File: config.mk
export PLATFORM = sky130hd
export DESIGN_NAME = ao_periph_obi_timeout_bridge
export DESIGN_NICKNAME = d
export VERILOG_FILES = /design/src/rtl/ao_periph_bridge_pkg.sv /design/src/rtl/obi_pkg.sv /design/src/rtl/ao_periph_obi_timeout_bridge.sv
export SDC_FILE = /design/constraint.sdc
export NUM_CORES = 1
export LEC_CHECK = 0
export CAP_MARGIN = 20
export CORE_MARGIN = 1.5
export CORE_UTILIZATION = 46
export DETAILED_ROUTE_END_ITERATION = 8
export GPL_ROUTABILITY_DRIVEN = 1
export PLACE_DENSITY = 0.91
export REMOVE_ABC_BUFFERS = 1
export SYNTH_ARGS = -nofsm -noshare
export SYNTH_HDL_FRONTEND = slang
export SYNTH_SLANG_ARGS = --single-unit
File: constraint.sdc
create_clock -name clk_i -period 4.4 [get_ports clk_i]
set_input_delay 0.44 -clock clk_i [delete_from_list [all_inputs] [get_ports clk_i]]
set_output_delay 0.44 -clock clk_i [all_outputs]
set_load 0.01 [all_outputs]
File: src/rtl/ao_periph_bridge_pkg.sv
// Shared definitions for the always-on peripheral OBI timeout bridge.
package ao_periph_bridge_pkg;

   typedef enum logic [1:0] {
      StIdle    = 2'd0,
      StIssue   = 2'd1,
      StWaitR   = 2'd2,
      StErrResp = 2'd3
   } bridge_state_e;

   localparam logic [31:0] ERR_RDATA_DEFAULT = 32'hBADC0FFE;
   localparam int unsigned CNT_W             = 16;

endpackage

File: src/rtl/obi_pkg.sv
// OBI request/response bundles shared by the system bus and its peripheral bridges.
package obi_pkg;

   typedef struct packed {
      logic        req;
      logic [31:0] addr;
      logic        we;
      logic [3:0]  be;
      logic [31:0] wdata;
   } obi_req_t;

   typedef struct packed {
      logic        gnt;
      logic        rvalid;
      logic [31:0] rdata;
   } obi_resp_t;

endpackage

File: src/rtl/ao_periph_obi_timeout_bridge.sv
// Single-outstanding OBI bridge in front of the always-on peripheral subsystem.
// A transaction that stalls downstream is completed upstream with an error read
// value; a response that is still owed downstream is drained before new traffic.
module ao_periph_obi_timeout_bridge #(
   parameter int unsigned TIMEOUT_CYCLES = 256,
   parameter logic [31:0] ERR_RDATA      = ao_periph_bridge_pkg::ERR_RDATA_DEFAULT
) (
   input  logic              clk_i,
   input  logic              rst_ni,
   input  obi_pkg::obi_req_t  slave_req_i,
   output obi_pkg::obi_resp_t slave_resp_o,
   output obi_pkg::obi_req_t  master_req_o,
   input  obi_pkg::obi_resp_t master_resp_i,
   input  logic              clear_i,
   output logic              timeout_pulse_o,
   output logic [7:0]        timeout_count_o
);
   import ao_periph_bridge_pkg::*;

   localparam logic [CNT_W-1:0] LAST_CNT = CNT_W'(TIMEOUT_CYCLES - 32'd1);

   bridge_state_e    state_q, state_d;
   logic [CNT_W-1:0] cnt_q, cnt_d;
   logic             drain_q, drain_d;
   logic [7:0]       tcount_q, tcount_d;
   logic             timeout;
   logic             capture;

   logic [31:0]      addr_q;
   logic             we_q;
   logic [3:0]       be_q;
   logic [31:0]      wdata_q;

   // Next-state, counter, drain and bus output decode.
   always_comb begin
      state_d      = state_q;
      cnt_d        = cnt_q;
      drain_d      = drain_q;
      timeout      = 1'b0;
      capture      = 1'b0;
      slave_resp_o = '0;
      master_req_o = '0;

      unique case (state_q)
         StIdle: begin
            if (!drain_q) begin
               slave_resp_o.gnt = slave_req_i.req;
               if (slave_req_i.req) begin
                  capture = 1'b1;
                  cnt_d   = '0;
                  state_d = StIssue;
               end
            end
         end
         StIssue: begin
            master_req_o.req   = 1'b1;
            master_req_o.addr  = addr_q;
            master_req_o.we    = we_q;
            master_req_o.be    = be_q;
            master_req_o.wdata = wdata_q;
            cnt_d              = cnt_q + 1'b1;
            if (master_resp_i.gnt) begin
               state_d = StWaitR;
            end else if (cnt_q == LAST_CNT) begin
               timeout = 1'b1;
               state_d = StErrResp;
            end
         end
         StWaitR: begin
            cnt_d = cnt_q + 1'b1;
            if (master_resp_i.rvalid) begin
               slave_resp_o.rvalid = 1'b1;
               slave_resp_o.rdata  = master_resp_i.rdata;
               state_d             = StIdle;
            end else if (cnt_q >= LAST_CNT) begin
               // >= covers a grant taken in the last ISSUE cycle, which leaves the
               // counter one past the limit on the first WAIT_R cycle.
               timeout = 1'b1;
               drain_d = 1'b1;
               cnt_d   = '0;
               state_d = StErrResp;
            end
         end
         StErrResp: begin
            slave_resp_o.rvalid = 1'b1;
            slave_resp_o.rdata  = ERR_RDATA;
            state_d             = StIdle;
         end
      endcase

      // Drain only runs in ERR_RESP/IDLE, where the counter is otherwise unused.
      if (drain_q) begin
         if (master_resp_i.rvalid || (cnt_q >= LAST_CNT)) begin
            drain_d = 1'b0;
         end else begin
            cnt_d = cnt_q + 1'b1;
         end
      end
      if (clear_i) begin
         drain_d = 1'b0;
      end

      tcount_d = clear_i ? 8'd0 : tcount_q;
      if (timeout && (tcount_d != 8'hFF)) begin
         tcount_d = tcount_d + 8'd1;
      end

      timeout_pulse_o = (state_q == StErrResp);
      timeout_count_o = tcount_q;
   end

   // Control state registers.
   always_ff @(posedge clk_i or negedge rst_ni) begin
      if (!rst_ni) begin
         state_q  <= StIdle;
         cnt_q    <= '0;
         drain_q  <= 1'b0;
         tcount_q <= '0;
      end else begin
         state_q  <= state_d;
         cnt_q    <= cnt_d;
         drain_q  <= drain_d;
         tcount_q <= tcount_d;
      end
   end

   // Request fields latched at the upstream grant and replayed downstream.
   always_ff @(posedge clk_i or negedge rst_ni) begin
      if (!rst_ni) begin
         addr_q  <= '0;
         we_q    <= 1'b0;
         be_q    <= '0;
         wdata_q <= '0;
      end else if (capture) begin
         addr_q  <= slave_req_i.addr;
         we_q    <= slave_req_i.we;
         be_q    <= slave_req_i.be;
         wdata_q <= slave_req_i.wdata;
      end
   end

endmodule

==> reports/metrics.yaml, run 1 <==
syn_to_final_growth_pct: 49.0
post-route-util: 0.710
diodes: 0
rr_startpoint: "state_q[0]$_DFFE_PN0P_"
fin_crit_sh: 0.715
placed_cell_area_um2: 7190
maxSlewViolCount: 0
required_ns: 3.96
ys_seq_elements: 96
drt-wirelength-per-cell_um: 14.7
fin_crit_ns: 3.15
clk-insertion-delay-late_ns: 0.37
grt_pass1_wl_um: 22500
ios: 220
die_height_um: 107
critical_path.startpoint_type: "flop"
synth-warning-count: 0
rsz0062_at_grt: "no"
drt_wl_total_um: 13700
ff2ff_setup_slack_ns: 1.64
finalSetupViolCount: 0
cpPeakStageDelay_ns: 0.64
placedCellCount: 922
grt_max_degree: 70
dr.pass1.iters: 4
drive_above_1_share: 0.0400
synthArstFlopShare: 1.00
finalNonFillerCells: 937
remaining_drc_errors: 0
viasPerCell: 5.13
hp-class: "input port to async pin"
path_clk_slew_ns: 0.08
cts_buffers: 9
hold_viol: 0
leakage_nw: 3.48
clockBufferDepth: 2
netlist_area_um2: 4960
worst_r2r_endpoint: "cnt_q[10]$_DFF_PN0_"
synth_enable_flop_cells: 0
path_class: "flop to output pin"
core_area_um2: 10400
hpwlAfterDp_um: 10200
grt_pass1_vias: 4738
antenna_left: 0
fillCellCount: 803
numClockSinks: 96
rows: 37
synth_flop_cell: "dfrtp_1"
holdBufCountCts: 0
crit_start: "state_q[0]$_DFFE_PN0P_"
synth.avg_cell_area_um2: 8.28
die_area_um2: 11400
start_util: 0.476
ys_types: 43
path_max_fanout: 23
die_w_um: 107
grt_use_total: 0.248
cts_resized: 0
ctsRootBufferMaster: "clkbuf_8"
endpoint_kind: "output pin"
fmax_mhz: 318
seq_area_frac_synth: 0.484
post_cts_buffers: 0
tritoncts: "yes"
worst_slew_pin_slew_ns: 0.713
syn_inst: 599
crit_buf_inv: 2
worst_clock_skew_ns: 0.0139
setup_tns_ns: 0
antenna_found_initial: 0
routabilityCongestion: 0.791
cp_cell_sequence: "inv_1, ha_1, and2_1, nand2_1, nand2_1, clkdlybuf4s50_1"
critPathTopFamily: "simple AND/OR/NAND/NOR gates"
drv_cap: 0
slowest_stage: "and2_1"
rr_worst_depth: 7
nets: 910
h-tree-depth: 3
final_area_um2: 7390
power_density_nw_per_um2: 535
portBuffers: 219
grt_overflow: 0
crit_top_cell: "nand2_1"
drt_iter0_markers: 240
max_slew_margin: 0.525
vdd_drop_max_mv: 0.322
status: "complete, no violations"
critPathArrivalTime_ns: 2.71
num_vias: 4803
-- Yosys cell counts, drive strengths merged (2+ instances only) --
cell type / instances / area [um2]
nand2: 256 / 961
dfrtp: 96 / 2400
and2: 73 / 457
clkbuf: 31 / 116
a21oi: 18 / 90.1
and3: 17 / 106
nor2: 15 / 56.3
inv: 10 / 37.5
a311oi: 8 / 101
nor2b: 8 / 52.6
a31oi: 6 / 37.5
ha: 6 / 75.1
nand3: 6 / 30.0
nand4: 6 / 37.5
nor3: 6 / 41.3
buf: 5 / 46.3
nor4: 4 / 61.3
a21o: 3 / 22.5
mux2: 3 / 33.8
nand2b: 3 / 18.8
a211oi: 2 / 15.0
nand3b: 2 / 15.0
o21ai: 2 / 10.0
xnor2: 2 / 17.5
-- metal layers --
layer / global-route usage / share of wire / vias up
met5: 0 / 0 / -
met4: 0.0810 / 0.021 / 0
met3: 0.0717 / 0.088 / 22
met2: 0.440 / 0.50 / 200
met1: 0.287 / 0.39 / 2277
li1: - / - / 2304
-- how the worst max path moves through the flow --
stage,end,slack (ns),cells past startpoint
2_1_floorplan,slave_resp_o[33],0.93,4
3_3_place_gp,slave_resp_o[32],1.50,4
3_5_place_dp,slave_resp_o[1],1.40,5
4_1_cts,slave_resp_o[1],1.23,6
5_1_grt,slave_resp_o[27],1.00,6
6_report,slave_resp_o[27],1.25,6
-- state kept, by name, indices dropped and copies added (netlist names) --
register / flops
addr_q: 32
be_q: 4
cnt_q: 16
drain_q: 1
state_q: 2
timeout_count_o: 8
wdata_q: 32
we_q: 1
-- through the flow --
stage               hold slack (ns)  total power, mW  setup WS, ns
floorplan                     0.144             2.36         0.929
global placement              0.450             3.28          1.50
detailed placement            0.459             3.37          1.40
CTS                           0.104             3.99          1.23
global route                  0.118             4.24          1.00
finish                       0.0746             3.96          1.25
-- report_power, final --
part           switching, mW  internal, mW  total [mW]
Sequential             0.169          1.20        1.37
Clock                  0.293         0.318       0.612
Combinational           1.03         0.944        1.98
Total                   1.49          2.46        3.96
-- worst register-to-register path, cell delays in order, from the launching register on --
cell and delay (ns):
dfrtp_1 0.44, inv_1 0.11, ha_1 0.38, and2_1 0.65
nor2_1 0.18, o2bb2ai_4 0.40, nor2b_2 0.24, a311oi_2 0.27
-- cell type report --
type,instances,area (um2),area share
multi-input combinational,457,2360,0.319
timing repair buffer,223,2220,0.300
clock inverter,3,67.6,0.00914
sequential,96,2400,0.325
inverter,10,37.5,0.00508
clock buffer,12,135,0.0183
tap,136,170,0.0230
-- cell usage in the layout (no fill, tap or decap), types with 5 or more instances in the layout --
cell	count
and3_1	17
nor3_1	5
ha_1	5
clkdlybuf4s50_1	218
nor2_1	15
a21oi_1	18
buf_4	5
nand4_1	6
inv_1	9
and2_1	73
a31oi_1	6
nand3_1	6
a311oi_2	5
nand2_1	256
dfrtp_1	96
nor2b_1	7
clkbuf_8	9
-- kinds of logic (layout without fill, tap and decap cells) --
group,Yosys count,in the layout,share of synthesized area
flip-flops,96,96,0.484
adder cells (fa/ha/maj),6,6,0.0151
buffers and inverters,46,248,0.0404
AND/OR/NAND/NOR,399,399,0.375
XOR/XNOR,3,3,0.00530
AO/OA/AOI/OAI,46,46,0.0734
multiplexers,3,3,0.00681
No activity file was read; power rests on OpenSTA's default activity.
==> run 2: changes to the inputs <==
Settings changed: CORE_UTILIZATION 46 to 42, PLACE_DENSITY 0.91 to 0.84.
Clock period 4.4 ns to 3 ns, I/O delays scaled along.
==> reports/metrics.yaml, run 2 (synthesized netlist as in run 1, its figures left out) <==
die_area_um2: 12500  # +9.2%
nets: 915  # +0.55%
num_vias: 4800  # -0.062%
power_frac_seq: 0.331  # -0.015
drt-wirelength-per-cell_um: 14.8  # +0.99%
finalSetupViolCount: 0  # unchanged
h-tree-depth: 3  # unchanged
drt_wl_total_um: 14100  # +2.4%
drv_cap: 0  # unchanged
critPathTopFamily: "buffers and inverters"
drive_above_1_share: 0.0483  # +0.00838
path_max_fanout: 47  # +100%
viasPerCell: 5.05  # -1.4%
clk-insertion-delay-late_ns: 0.34  # -0.03 ns
required_ns: 2.70  # -1.26 ns
comb_power_share: 0.484  # -0.016
remaining_drc_errors: 0  # unchanged
final_common_cell: "nand2_1"
reg.largest.list: "addr_q x32, wdata_q x32, cnt_q x16"
grt_overflow: 0  # unchanged
ios: 220  # unchanged
final_area_um2: 7550  # +2.1%
portBuffers: 219  # unchanged
rows: 39  # +5.4%
hp-class: "flop to flop"
fmax_mhz: 378
hpwlAfterDp_um: 10200  # about the same
fillCellCount: 925  # +15%
routed-wl-met3_um: 1160  # -3.7%
power.total_mw: 6.07  # +53%
die_height_um: 112  # +4.5%
p_clk_frac: 0.184  # +0.029
multi_input_area_um2: 2360  # unchanged
cp_cell_sequence: "inv_1, ha_2, buf_12, and2_1, clkdlybuf4s50_1"
antenna_left: 0  # unchanged
max_slew_margin: 0.528  # +0.00334
ff_latch_area_um2: 2400  # unchanged
critical_path.startpoint_type: "flop"
cts_resized: 0  # unchanged
placedCellCount: 933  # +1.2%
slowest_stage: "clkdlybuf4s50_1"
start_util: 0.433  # -0.0437
post_cts_buffers: 0  # unchanged
fin_crit_sh: 0.882
critPathArrivalTime_ns: 2.35  # -0.36 ns
top_layer: "met4"
crit_buf_inv: 3  # +1
power_density_nw_per_um2: 804  # +50%
worst_clock_skew_ns: 0.00736  # -0.00657 ns
path_clk_slew_ns: 0.06  # -0.02 ns
vdd_drop_max_mv: 0.601  # +87%
rsz0062_at_grt: "no"
placed_cell_area_um2: 7240  # +0.71%
finalNonFillerCells: 950  # +1.4%
grt_pass1_wl_um: 23700  # +5.5%
worst_slew_pin_slew_ns: 0.708  # -0.00501 ns
grt_pass1_vias: 4976  # +5.0%
die_w_um: 112  # +4.5%
clockBufferDepth: 2  # unchanged
diodes: 0  # unchanged
ctsRootBufferMaster: "clkbuf_16"
drt_iter0_markers: 208  # -13%
intPower_mw: 3.81  # +55%
path_class: "flop to output pin"
core_area_um2: 11500  # +10%
maxSlewViolCount: 0  # unchanged
cpPeakStageDelay_ns: 0.59  # -0.05 ns
hold_viol: 0  # unchanged
leakage_nw: 3.55  # +2.0%
routabilityCongestion: 0.825  # +4.3%
syn_to_final_growth_pct: 52.1
endpoint_kind: "output pin"
dr.pass1.iters: 4  # unchanged
tritoncts: "yes"
dr_wl_met2_um: 6700  # -3.2%
switching_power_mw: 2.26  # +51%
numClockSinks: 96  # unchanged
status: "complete, no violations"
m1WireLength_um: 5860  # +9.8%
cts_buffers: 9  # unchanged
antenna_found_initial: 0  # unchanged
final_cell_mix: "nand2_1, clkdlybuf4s50_1, dfrtp_1"
fin_crit_ns: 2.65
swShare: 0.372  # -0.00583
grt_use_total: 0.232  # -0.0162
grt_max_degree: 70  # unchanged
## run 2: power groups by stage
stage / logic (mW) / clock network, mW / registers, mW
after floorplan: 1.53 / 0 / 1.94
after global placement: 2.88 / 0 / 1.99
after detailed placement: 2.98 / 0 / 2.02
after CTS: 2.98 / 1.15 / 2.01
after global routing: 3.24 / 1.20 / 2.07
final: 2.94 / 1.12 / 2.01
## run 2: cell type report
type | instances | area share
repair buffers | 228 | 0.301
flip-flops and latches | 96 | 0.318
clock inverters | 3 | 0.00315
inverters | 10 | 0.00497
well taps | 143 | 0.0237
clock buffers | 13 | 0.0358
multi-input cells | 457 | 0.313
## run 2: what timing repair did
item / CTS / global route
endpoints found under the hold margin: 42 / 0
setup endpoints to repair: 0 / 0
hold buffers: 1 / 0
## run 2: metrics by stage
stage                     hold WS, ns  worst slack (ns)  setup TNS [ns]  utilization
after floorplan               0.00441            -0.331          -19.96            -
after global placement          0.324             0.365               0        0.632
after detailed placement        0.328             0.207               0        0.632
after CTS                       0.472             0.335               0        0.658
after global routing            0.485             0.243               0        0.658
final                           0.469             0.354               0        0.658
## run 2: path summary, 6_finish.rpt
kind | start | end | slack [ns] | cells after the start
max | state_q[1]$_DFFE_PN0P_ | master_req_o[1] | 0.35 | 5
min | wdata_q[1]$_DFFE_PN0P_ | wdata_q[1]$_DFFE_PN0P_ | 0.47 | 2
max reg2reg | state_q[0]$_DFFE_PN0P_ | cnt_q[13]$_DFF_PN0_ | 0.51 | 6
min reg2reg | wdata_q[1]$_DFFE_PN0P_ | wdata_q[1]$_DFFE_PN0P_ | 0.47 | 2
max in group asynchronous | rst_ni | cnt_q[9]$_DFF_PN0_ | 1.72 | 3
min in group asynchronous | rst_ni | wdata_q[14]$_DFFE_PN0P_ | 0.48 | 2
## run 2: metal layers
| layer | vias up | global-route usage |
|---|---|---|
| li1 | 2311 | - |
| met1 | 2245 | 0.288 |
| met2 | 218 | 0.393 |
| met3 | 26 | 0.0561 |
| met4 | 0 | 0.0878 |
| met5 | - | 0 |
## run 2: worst min-delay path, cell delays in order (launching register included)
cell and delay (ns):
dfrtp_1 0.34, nand2_1 0.05, nand2_1 0.05
